<file path="src/rtl/mem_arb_pkg.sv">
// Shared types and constants for the compression-SRAM arbiter.
//   arb_state_t  : arbiter FSM states
//   REQ_*        : requester indices (0 = host init port, highest fixed priority)
//   NREQ/ADDR_W/DATA_W/IDX_W : bus geometry shared by the interface, arbiter and picker
//   idx_onehot() : index to one-hot requester vector
package mem_arb_pkg;

  localparam int unsigned NREQ   = 3;
  localparam int unsigned ADDR_W = 10;
  localparam int unsigned DATA_W = 8;
  localparam int unsigned IDX_W  = $clog2(NREQ);

  localparam int unsigned REQ_HOST = 0;
  localparam int unsigned REQ_BT   = 1;
  localparam int unsigned REQ_CT   = 2;

  typedef enum logic [1:0] {
    IDLE,
    ISSUE,
    WAIT,
    DONE
  } arb_state_t;

  function automatic logic [NREQ-1:0] idx_onehot(input logic [IDX_W-1:0] idx);
    logic [NREQ-1:0] v;
    v      = '0;
    v[idx] = 1'b1;
    return v;
  endfunction

endpackage

</file>
<file path="src/rtl/mem_arbiter_if.sv">
// Requester/SRAM bus of the compression-SRAM arbiter.
//   Requester side : req, req_wr, req_addr, req_wdata (packed, requester i at slice i)
//                    gnt, rvalid, rdata, busy
//   SRAM side      : mem_addr, mem_data_W, mem_R, mem_W, mem_data_R
// Modports: slave = the arbiter, master = requesters plus SRAM (the environment).
interface mem_arbiter_if;
  import mem_arb_pkg::*;

  logic [NREQ-1:0]        req;
  logic [NREQ-1:0]        req_wr;
  logic [NREQ*ADDR_W-1:0] req_addr;
  logic [NREQ*DATA_W-1:0] req_wdata;
  logic [NREQ-1:0]        gnt;
  logic [NREQ-1:0]        rvalid;
  logic [DATA_W-1:0]      rdata;
  logic                   busy;
  logic [ADDR_W-1:0]      mem_addr;
  logic [DATA_W-1:0]      mem_data_W;
  logic                   mem_R;
  logic                   mem_W;
  logic [DATA_W-1:0]      mem_data_R;

  modport slave (
    input  req, req_wr, req_addr, req_wdata, mem_data_R,
    output gnt, rvalid, rdata, busy, mem_addr, mem_data_W, mem_R, mem_W
  );

  modport master (
    output req, req_wr, req_addr, req_wdata, mem_data_R,
    input  gnt, rvalid, rdata, busy, mem_addr, mem_data_W, mem_R, mem_W
  );

endinterface

</file>
<file path="src/rtl/arb_pick.sv">
// Combinational winner select for the SRAM arbiter.
//   req_i   : request vector
//   ptr_i   : round-robin search start (ignored in fixed-priority builds)
//   idx_o   : winning requester index
//   found_o : at least one request is asserted
// Build option: MEM_ARB_RR_EN selects round-robin search from ptr_i; otherwise the
// lowest asserted index wins.
module arb_pick
  import mem_arb_pkg::*;
(
  input  logic [NREQ-1:0]  req_i,
  input  logic [IDX_W-1:0] ptr_i,
  output logic [IDX_W-1:0] idx_o,
  output logic             found_o
);

`ifdef MEM_ARB_RR_EN
  always_comb begin
    logic [IDX_W-1:0] cand;
    idx_o   = '0;
    found_o = 1'b0;
    cand    = '0;
    // Walk NREQ slots starting at ptr_i, wrapping past NREQ-1 back to 0.
    for (int unsigned k = 0; k < NREQ; k++) begin
      cand = IDX_W'((32'(ptr_i) + k) % NREQ);
      if (!found_o && req_i[cand]) begin
        found_o = 1'b1;
        idx_o   = cand;
      end
    end
  end
`else
  logic unused_ptr;
  assign unused_ptr = ^ptr_i;

  always_comb begin
    idx_o   = '0;
    found_o = 1'b0;
    // Descending scan so the lowest asserted index is the last (winning) assignment.
    for (int k = int'(NREQ) - 1; k >= 0; k--) begin
      if (req_i[k]) begin
        found_o = 1'b1;
        idx_o   = IDX_W'(k);
      end
    end
  end
`endif

endmodule

</file>
<file path="src/rtl/mem_arbiter.sv">
// Arbiter sharing the single-port compression SRAM between host init port (0),
// build_tree (1) and code_table (2). One access at a time: IDLE -> ISSUE -> (WAIT -> DONE).
//   clk   : system clock, rising edge
//   n_rst : asynchronous active-low reset
//   bus   : mem_arbiter_if.slave (requester handshake plus SRAM strobes/address/data)
// Parameter RD_LAT: SRAM read latency in cycles (>= 1); mem_R is held for the whole latency.
// Build option: MEM_ARB_RR_EN enables round-robin arbitration with a pointer register;
// undefined gives fixed priority (lowest index wins) with no pointer.
module mem_arbiter
  import mem_arb_pkg::*;
#(
  parameter int unsigned RD_LAT = 2
) (
  input logic           clk,
  input logic           n_rst,
  mem_arbiter_if.slave  bus
);

  localparam int unsigned CNT_W = (RD_LAT > 1) ? $clog2(RD_LAT) : 1;

  arb_state_t        state_q, state_d;
  logic [IDX_W-1:0]  idx_q, idx_d;
  logic              wr_q, wr_d;
  logic [ADDR_W-1:0] addr_q, addr_d;
  logic [DATA_W-1:0] wdata_q, wdata_d;
  logic [DATA_W-1:0] rdata_q, rdata_d;
  logic [CNT_W-1:0]  cnt_q, cnt_d;

  logic [IDX_W-1:0]  pick_idx;
  logic              pick_found;
  logic [IDX_W-1:0]  ptr;

`ifdef MEM_ARB_RR_EN
  logic [IDX_W-1:0]  ptr_q, ptr_d;
  assign ptr = ptr_q;
`else
  assign ptr = '0;
`endif

  arb_pick u_pick (
    .req_i   (bus.req),
    .ptr_i   (ptr),
    .idx_o   (pick_idx),
    .found_o (pick_found)
  );

  always_comb begin
    state_d = state_q;
    idx_d   = idx_q;
    wr_d    = wr_q;
    addr_d  = addr_q;
    wdata_d = wdata_q;
    rdata_d = rdata_q;
    cnt_d   = cnt_q;
`ifdef MEM_ARB_RR_EN
    ptr_d   = ptr_q;
`endif
    unique case (state_q)
      IDLE: begin
        if (pick_found) begin
          idx_d   = pick_idx;
          wr_d    = bus.req_wr[pick_idx];
          addr_d  = bus.req_addr[pick_idx*ADDR_W +: ADDR_W];
          wdata_d = bus.req_wdata[pick_idx*DATA_W +: DATA_W];
          state_d = ISSUE;
        end
      end
      ISSUE: begin
`ifdef MEM_ARB_RR_EN
        ptr_d = (32'(idx_q) == NREQ - 1) ? '0 : idx_q + 1'b1;
`endif
        if (wr_q) begin
          state_d = IDLE;
        end else begin
          cnt_d   = CNT_W'(RD_LAT - 1);
          state_d = WAIT;
        end
      end
      WAIT: begin
        if (cnt_q == '0) begin
          rdata_d = bus.mem_data_R;
          state_d = DONE;
        end else begin
          cnt_d = cnt_q - 1'b1;
        end
      end
      DONE: begin
        state_d = IDLE;
      end
      default: begin
        state_d = IDLE;
      end
    endcase
  end

  always_ff @(posedge clk or negedge n_rst) begin
    if (!n_rst) begin
      state_q <= IDLE;
      idx_q   <= '0;
      wr_q    <= 1'b0;
      addr_q  <= '0;
      wdata_q <= '0;
      rdata_q <= '0;
      cnt_q   <= '0;
`ifdef MEM_ARB_RR_EN
      ptr_q   <= '0;
`endif
    end else begin
      state_q <= state_d;
      idx_q   <= idx_d;
      wr_q    <= wr_d;
      addr_q  <= addr_d;
      wdata_q <= wdata_d;
      rdata_q <= rdata_d;
      cnt_q   <= cnt_d;
`ifdef MEM_ARB_RR_EN
      ptr_q   <= ptr_d;
`endif
    end
  end

  // Outputs decode from state and latched registers only; address and write data stay
  // on the latched values so they are stable through the whole read window.
  assign bus.gnt        = (state_q == ISSUE) ? idx_onehot(idx_q) : '0;
  assign bus.rvalid     = (state_q == DONE) ? idx_onehot(idx_q) : '0;
  assign bus.mem_W      = (state_q == ISSUE) && wr_q;
  assign bus.mem_R      = ((state_q == ISSUE) && !wr_q) || (state_q == WAIT);
  assign bus.busy       = (state_q != IDLE);
  assign bus.mem_addr   = addr_q;
  assign bus.mem_data_W = wdata_q;
  assign bus.rdata      = rdata_q;

endmodule

</file>
<file path="src/flat_wrapper.sv">
// flat-port wrapper written by rule: the top's interface ports become plain ports
module mem_arbiter_flat import mem_arb_pkg::*;
#(
  parameter int unsigned RD_LAT = 2
)
  (clk, n_rst, bus_req, bus_req_wr, bus_req_addr, bus_req_wdata, bus_mem_data_R, bus_gnt, bus_rvalid, bus_rdata, bus_busy, bus_mem_addr, bus_mem_data_W, bus_mem_R, bus_mem_W);
  mem_arbiter_if bus_i ();
  input logic clk;
  input logic n_rst;
  input wire logic [$bits(bus_i.req)-1:0] bus_req;
  input wire logic [$bits(bus_i.req_wr)-1:0] bus_req_wr;
  input wire logic [$bits(bus_i.req_addr)-1:0] bus_req_addr;
  input wire logic [$bits(bus_i.req_wdata)-1:0] bus_req_wdata;
  input wire logic [$bits(bus_i.mem_data_R)-1:0] bus_mem_data_R;
  output wire logic [$bits(bus_i.gnt)-1:0] bus_gnt;
  output wire logic [$bits(bus_i.rvalid)-1:0] bus_rvalid;
  output wire logic [$bits(bus_i.rdata)-1:0] bus_rdata;
  output wire logic [$bits(bus_i.busy)-1:0] bus_busy;
  output wire logic [$bits(bus_i.mem_addr)-1:0] bus_mem_addr;
  output wire logic [$bits(bus_i.mem_data_W)-1:0] bus_mem_data_W;
  output wire logic [$bits(bus_i.mem_R)-1:0] bus_mem_R;
  output wire logic [$bits(bus_i.mem_W)-1:0] bus_mem_W;
  assign bus_i.req = bus_req;
  assign bus_i.req_wr = bus_req_wr;
  assign bus_i.req_addr = bus_req_addr;
  assign bus_i.req_wdata = bus_req_wdata;
  assign bus_i.mem_data_R = bus_mem_data_R;
  assign bus_gnt = bus_i.gnt;
  assign bus_rvalid = bus_i.rvalid;
  assign bus_rdata = bus_i.rdata;
  assign bus_busy = bus_i.busy;
  assign bus_mem_addr = bus_i.mem_addr;
  assign bus_mem_data_W = bus_i.mem_data_W;
  assign bus_mem_R = bus_i.mem_R;
  assign bus_mem_W = bus_i.mem_W;
  mem_arbiter #(.RD_LAT(RD_LAT)) u_core (.clk(clk), .n_rst(n_rst), .bus(bus_i));
endmodule
</file>
<file path="config.mk">
export PLATFORM = sky130hd
export DESIGN_NAME = mem_arbiter_flat
export DESIGN_NICKNAME = d
export VERILOG_FILES = /design/src/rtl/mem_arb_pkg.sv /design/src/rtl/mem_arbiter_if.sv /design/src/rtl/arb_pick.sv /design/src/rtl/mem_arbiter.sv /design/src/flat_wrapper.sv
export SDC_FILE = /design/constraint.sdc
export NUM_CORES = 1
export LEC_CHECK = 0
export ABC_AREA = 1
export CORE_UTILIZATION = 41
export CTS_BUF_LIST = sky130_fd_sc_hd__clkbuf_8
export DETAILED_ROUTE_END_ITERATION = 10
export PLACE_DENSITY = 0.87
export SLEW_MARGIN = 40
export SYNTH_ARGS = -nofsm -noshare
export SYNTH_HDL_FRONTEND = slang
export SYNTH_SLANG_ARGS = --single-unit
</file>
<file path="constraint.sdc">
create_clock -name clk -period 2.1 [get_ports clk]
set_input_delay 0.21 -clock clk [delete_from_list [all_inputs] [get_ports clk]]
set_output_delay 0.21 -clock clk [all_outputs]
set_load 0.02 [all_outputs]
</file>
==> reports/summary.log <==
INFO  run_status     outcome=finished, final reports clean
INFO  sta            report.final.setup_viol=0
INFO  drt            antenna_violating_nets_post_route=0
INFO  finish         syn2layout_area_growth=67.9%
INFO  drt            dr.pass1.iters=4
INFO  critical_path  crit_fanout=4
INFO  sta            final_number_of_hold_violating_endpoints=0
INFO  critical_path  setup.worst_path.class=register to output port
INFO  cts            cts_max_level=2
INFO  yosys          multiplexer_fraction_of_the_synthesized_cell_area=0%
INFO  drt            routed-via-count=1947
INFO  grt            grt_start_max_net_pins=33
INFO  yosys          synthDistinctLibCells=15
INFO  sta            slew_headroom=73.1%
INFO  yosys          yosys_register_bits=32
INFO  cts            clk_path_buf_depth=2
INFO  floorplanning  num_rows=23
INFO  sta            final.setup_skew=0.00405ns
INFO  grt            grt_first_pass_wirelength=7540microns
INFO  place          placedCellCount=404
INFO  sta            period_share=92.0%
INFO  yosys          synth-xor-area-share=0%
INFO  finish         final_common_cell=nand2_1
INFO  floorplanning  core-area=0.00403sqmm
INFO  critical_path  critical-path-max-stage-delay=0.64ns
INFO  sta            tns=0ns
INFO  critical_path  critical_path.cell_chain=nor2_1 -> inv_1 -> nor3_1 -> clkdlybuf4s50_1
INFO  cts            total_clock_buffers_created_by_cts=5
INFO  finish         num-fill-cells=368
INFO  place          place.gp.congestion=0.840
INFO  sta            period_needed=1.93ns
INFO  floorplanning  horizontal_extent_of_the_die=66.9microns
INFO  yosys          synth.yosys.seq_area_share=46.3%
INFO  yosys          synth.avg_cell_area=6.75squm
INFO  drt            drc=0
INFO  grt            antenna_violations_before_repair=0
INFO  critical_path  critical_path_required=1.89ns
INFO  drt            vias_per_cell=4.73
INFO  yosys          area_fraction_in_compound_gates_after_synthesis=0.869%
INFO  cts            cts-root-buf=clkbuf_8
INFO  critical_path  crit_path_end_kind=output port
INFO  floorplanning  top_level_ports=105
INFO  cts            total_number_of_clock_tree_sinks=32
INFO  worst_hold_path min_path_type=input port to async pin
INFO  flow_run       max-cap-violations=0
INFO  finish         count_of_inserted_antenna_diode_cells=0
INFO  cts            postCtsResizedCells=0
INFO  yosys          synthSimpleGateAreaFrac=46.2%
INFO  power          report.power.total=3.57mW
INFO  floorplanning  initial_standard_cell_utilization_of_the_core=42.9%
INFO  sta            fmax=0.517GHz
INFO  cts            tritoncts=done
INFO  grt            grt_overflow=0
INFO  floorplanning  die_area=0.00448sqmm
INFO  place          detailed_place_hpwl=3540microns
INFO  power          total_leakage_power=1.43nW
INFO  sta            slew_violations=0
INFO  yosys          ys_warn_count=0
INFO  critical_path  critical-path-top-delay-family=buffers and inverters
INFO  drt            wire_per_inst=11.4microns
INFO  critical_path  crit_path_start_kind=register
INFO  yosys          synth_instances=256
INFO  grt            first_global_vias=1795
INFO  place          portbufs=104
INFO  drt            routed_wl=4680microns
INFO  drt            drt-initial-drc-count=103
INFO  critical_path  critPathBufInv=2
INFO  cts            cts.reportedPaths.clkPinSlew=0.07ns
INFO  power          vdd_ir_drop_max=0.497mV
INFO  grt            grt_util_all_layers=22.6%
INFO  finish         stdcell_count=412
INFO  critical_path  critPathSlowestCell=clkdlybuf4s50_1
INFO  sta            worst-slew-pin-transition=0.403ns
INFO  yosys          synth.net_count=326
INFO  finish         final_cell_mix=122 x nand2_1, 104 x clkdlybuf4s50_1, 40 x nor2_1
INFO  floorplanning  die_y=66.9microns
INFO  yosys          post_synth_instance_area=0.00173sqmm
INFO  critical_path  worst-endpoint-arrival=1.72ns
INFO  cts            post_cts_hold_buffer_count=0
INFO  sta            rsz_0062_raised_after_global_routing=false
INFO  power          p_per_area=1230mW/mm^2
INFO  cts            cts_setup_buffers=0
INFO  cts            worst_skew_pair.late_latency=0.28ns
INFO  yosys          adder_cell_share_of_the_synthesized_area=0%
INFO  finish         drive_gt1_share=5.25%
INFO  finish         finish.net_count=431
INFO  yosys          synth_top_family_by_area=simple AND/OR/NAND/NOR gates
## synthesized netlist by cell type
cell	count	area, sq um
nand2_1	122	458
buf_2	7	35.0
inv_2	2	7.51
nor3_1	6	30.0
nand3_1	27	135
nand2_2	2	12.5
clkinv_1	1	3.75
inv_1	8	30.0
o21ai_1	1	5.00
buf_4	2	15.0
buf_6	2	22.5
dfrtp_1	32	801
o21ai_0	2	10.0
nor2_1	40	150
nor2_2	2	12.5
## cell families (layout without fill, tap and decap cells)
logic type,after synthesis,in the layout
compound gates,3,3
buf+inv,22,128
flops,32,32
simple gates,199,199
## metal layers
layer	share of wire (%)	global-route usage [%]
met2	53	41.2
met5	0	0
met3	6.2	6.16
met1	40	24.2
met4	1.3	9.57
## area by class of cell
class                   instances  area [sq um]  share of cell area (%)
well taps                      50          62.6                    2.16
clock buffers                   6          82.6                    2.85
repair buffers                109          1090                    37.6
inverters                      11          41.3                    1.42
flip-flops and latches         32           801                    27.6
multi-input cells             202           813                    28.0
clock inverters                 2          10.0                   0.345
## state kept, by name, indices dropped and copies added, names as in the netlist, named ones only
| register | cells |
|---|---|
| u_core.bus.mem_addr | 10 |
| u_core.bus.mem_data_W | 8 |
| u_core.bus.rdata | 8 |
| u_core.idx_q | 2 |
| u_core.cnt_q | 1 |
| u_core.state_q | 1 |
| u_core.wr_q | 1 |
## through the flow
stage / hold WS [ns] / cell area (sq um) / setup slack (ns) / utilization (%)
after floorplan: -0.0856 / 1730 / 0.828 / -
after global placement: 0.453 / 2810 / 0.511 / 69.7
after detailed placement: 0.459 / 2810 / 0.452 / 69.7
after CTS: 0.347 / 2900 / 0.159 / 72.0
after global routing: 0.383 / 2900 / 0.102 / 72.0
final: 0.335 / 2900 / 0.167 / 72.0
## where the power goes
part / leakage [nW] / internal (mW) / switching [mW]
registers: 0.395 / 0.920 / 0.176
logic: 0.981 / 0.911 / 1.08
clock network: 0.0510 / 0.261 / 0.220
## final timing paths
check	from	slack, ns	end	cells past startpoint
hold / removal	n_rst	0.33	u_core.bus.mem_data_W[0]	2
setup reg to reg	register	0.74	u_core.bus.mem_addr[2]	6
max in group asynchronous	n_rst	1.47	u_core.bus.rdata[5]	2
min in group clk	u_core.bus.rdata[0]	0.47	u_core.bus.rdata[0]	2
setup / recovery	register	0.17	bus_gnt[2]	4
hold reg to reg	u_core.bus.rdata[0]	0.47	u_core.bus.rdata[0]	2
Power figures use the tool's default switching activity.
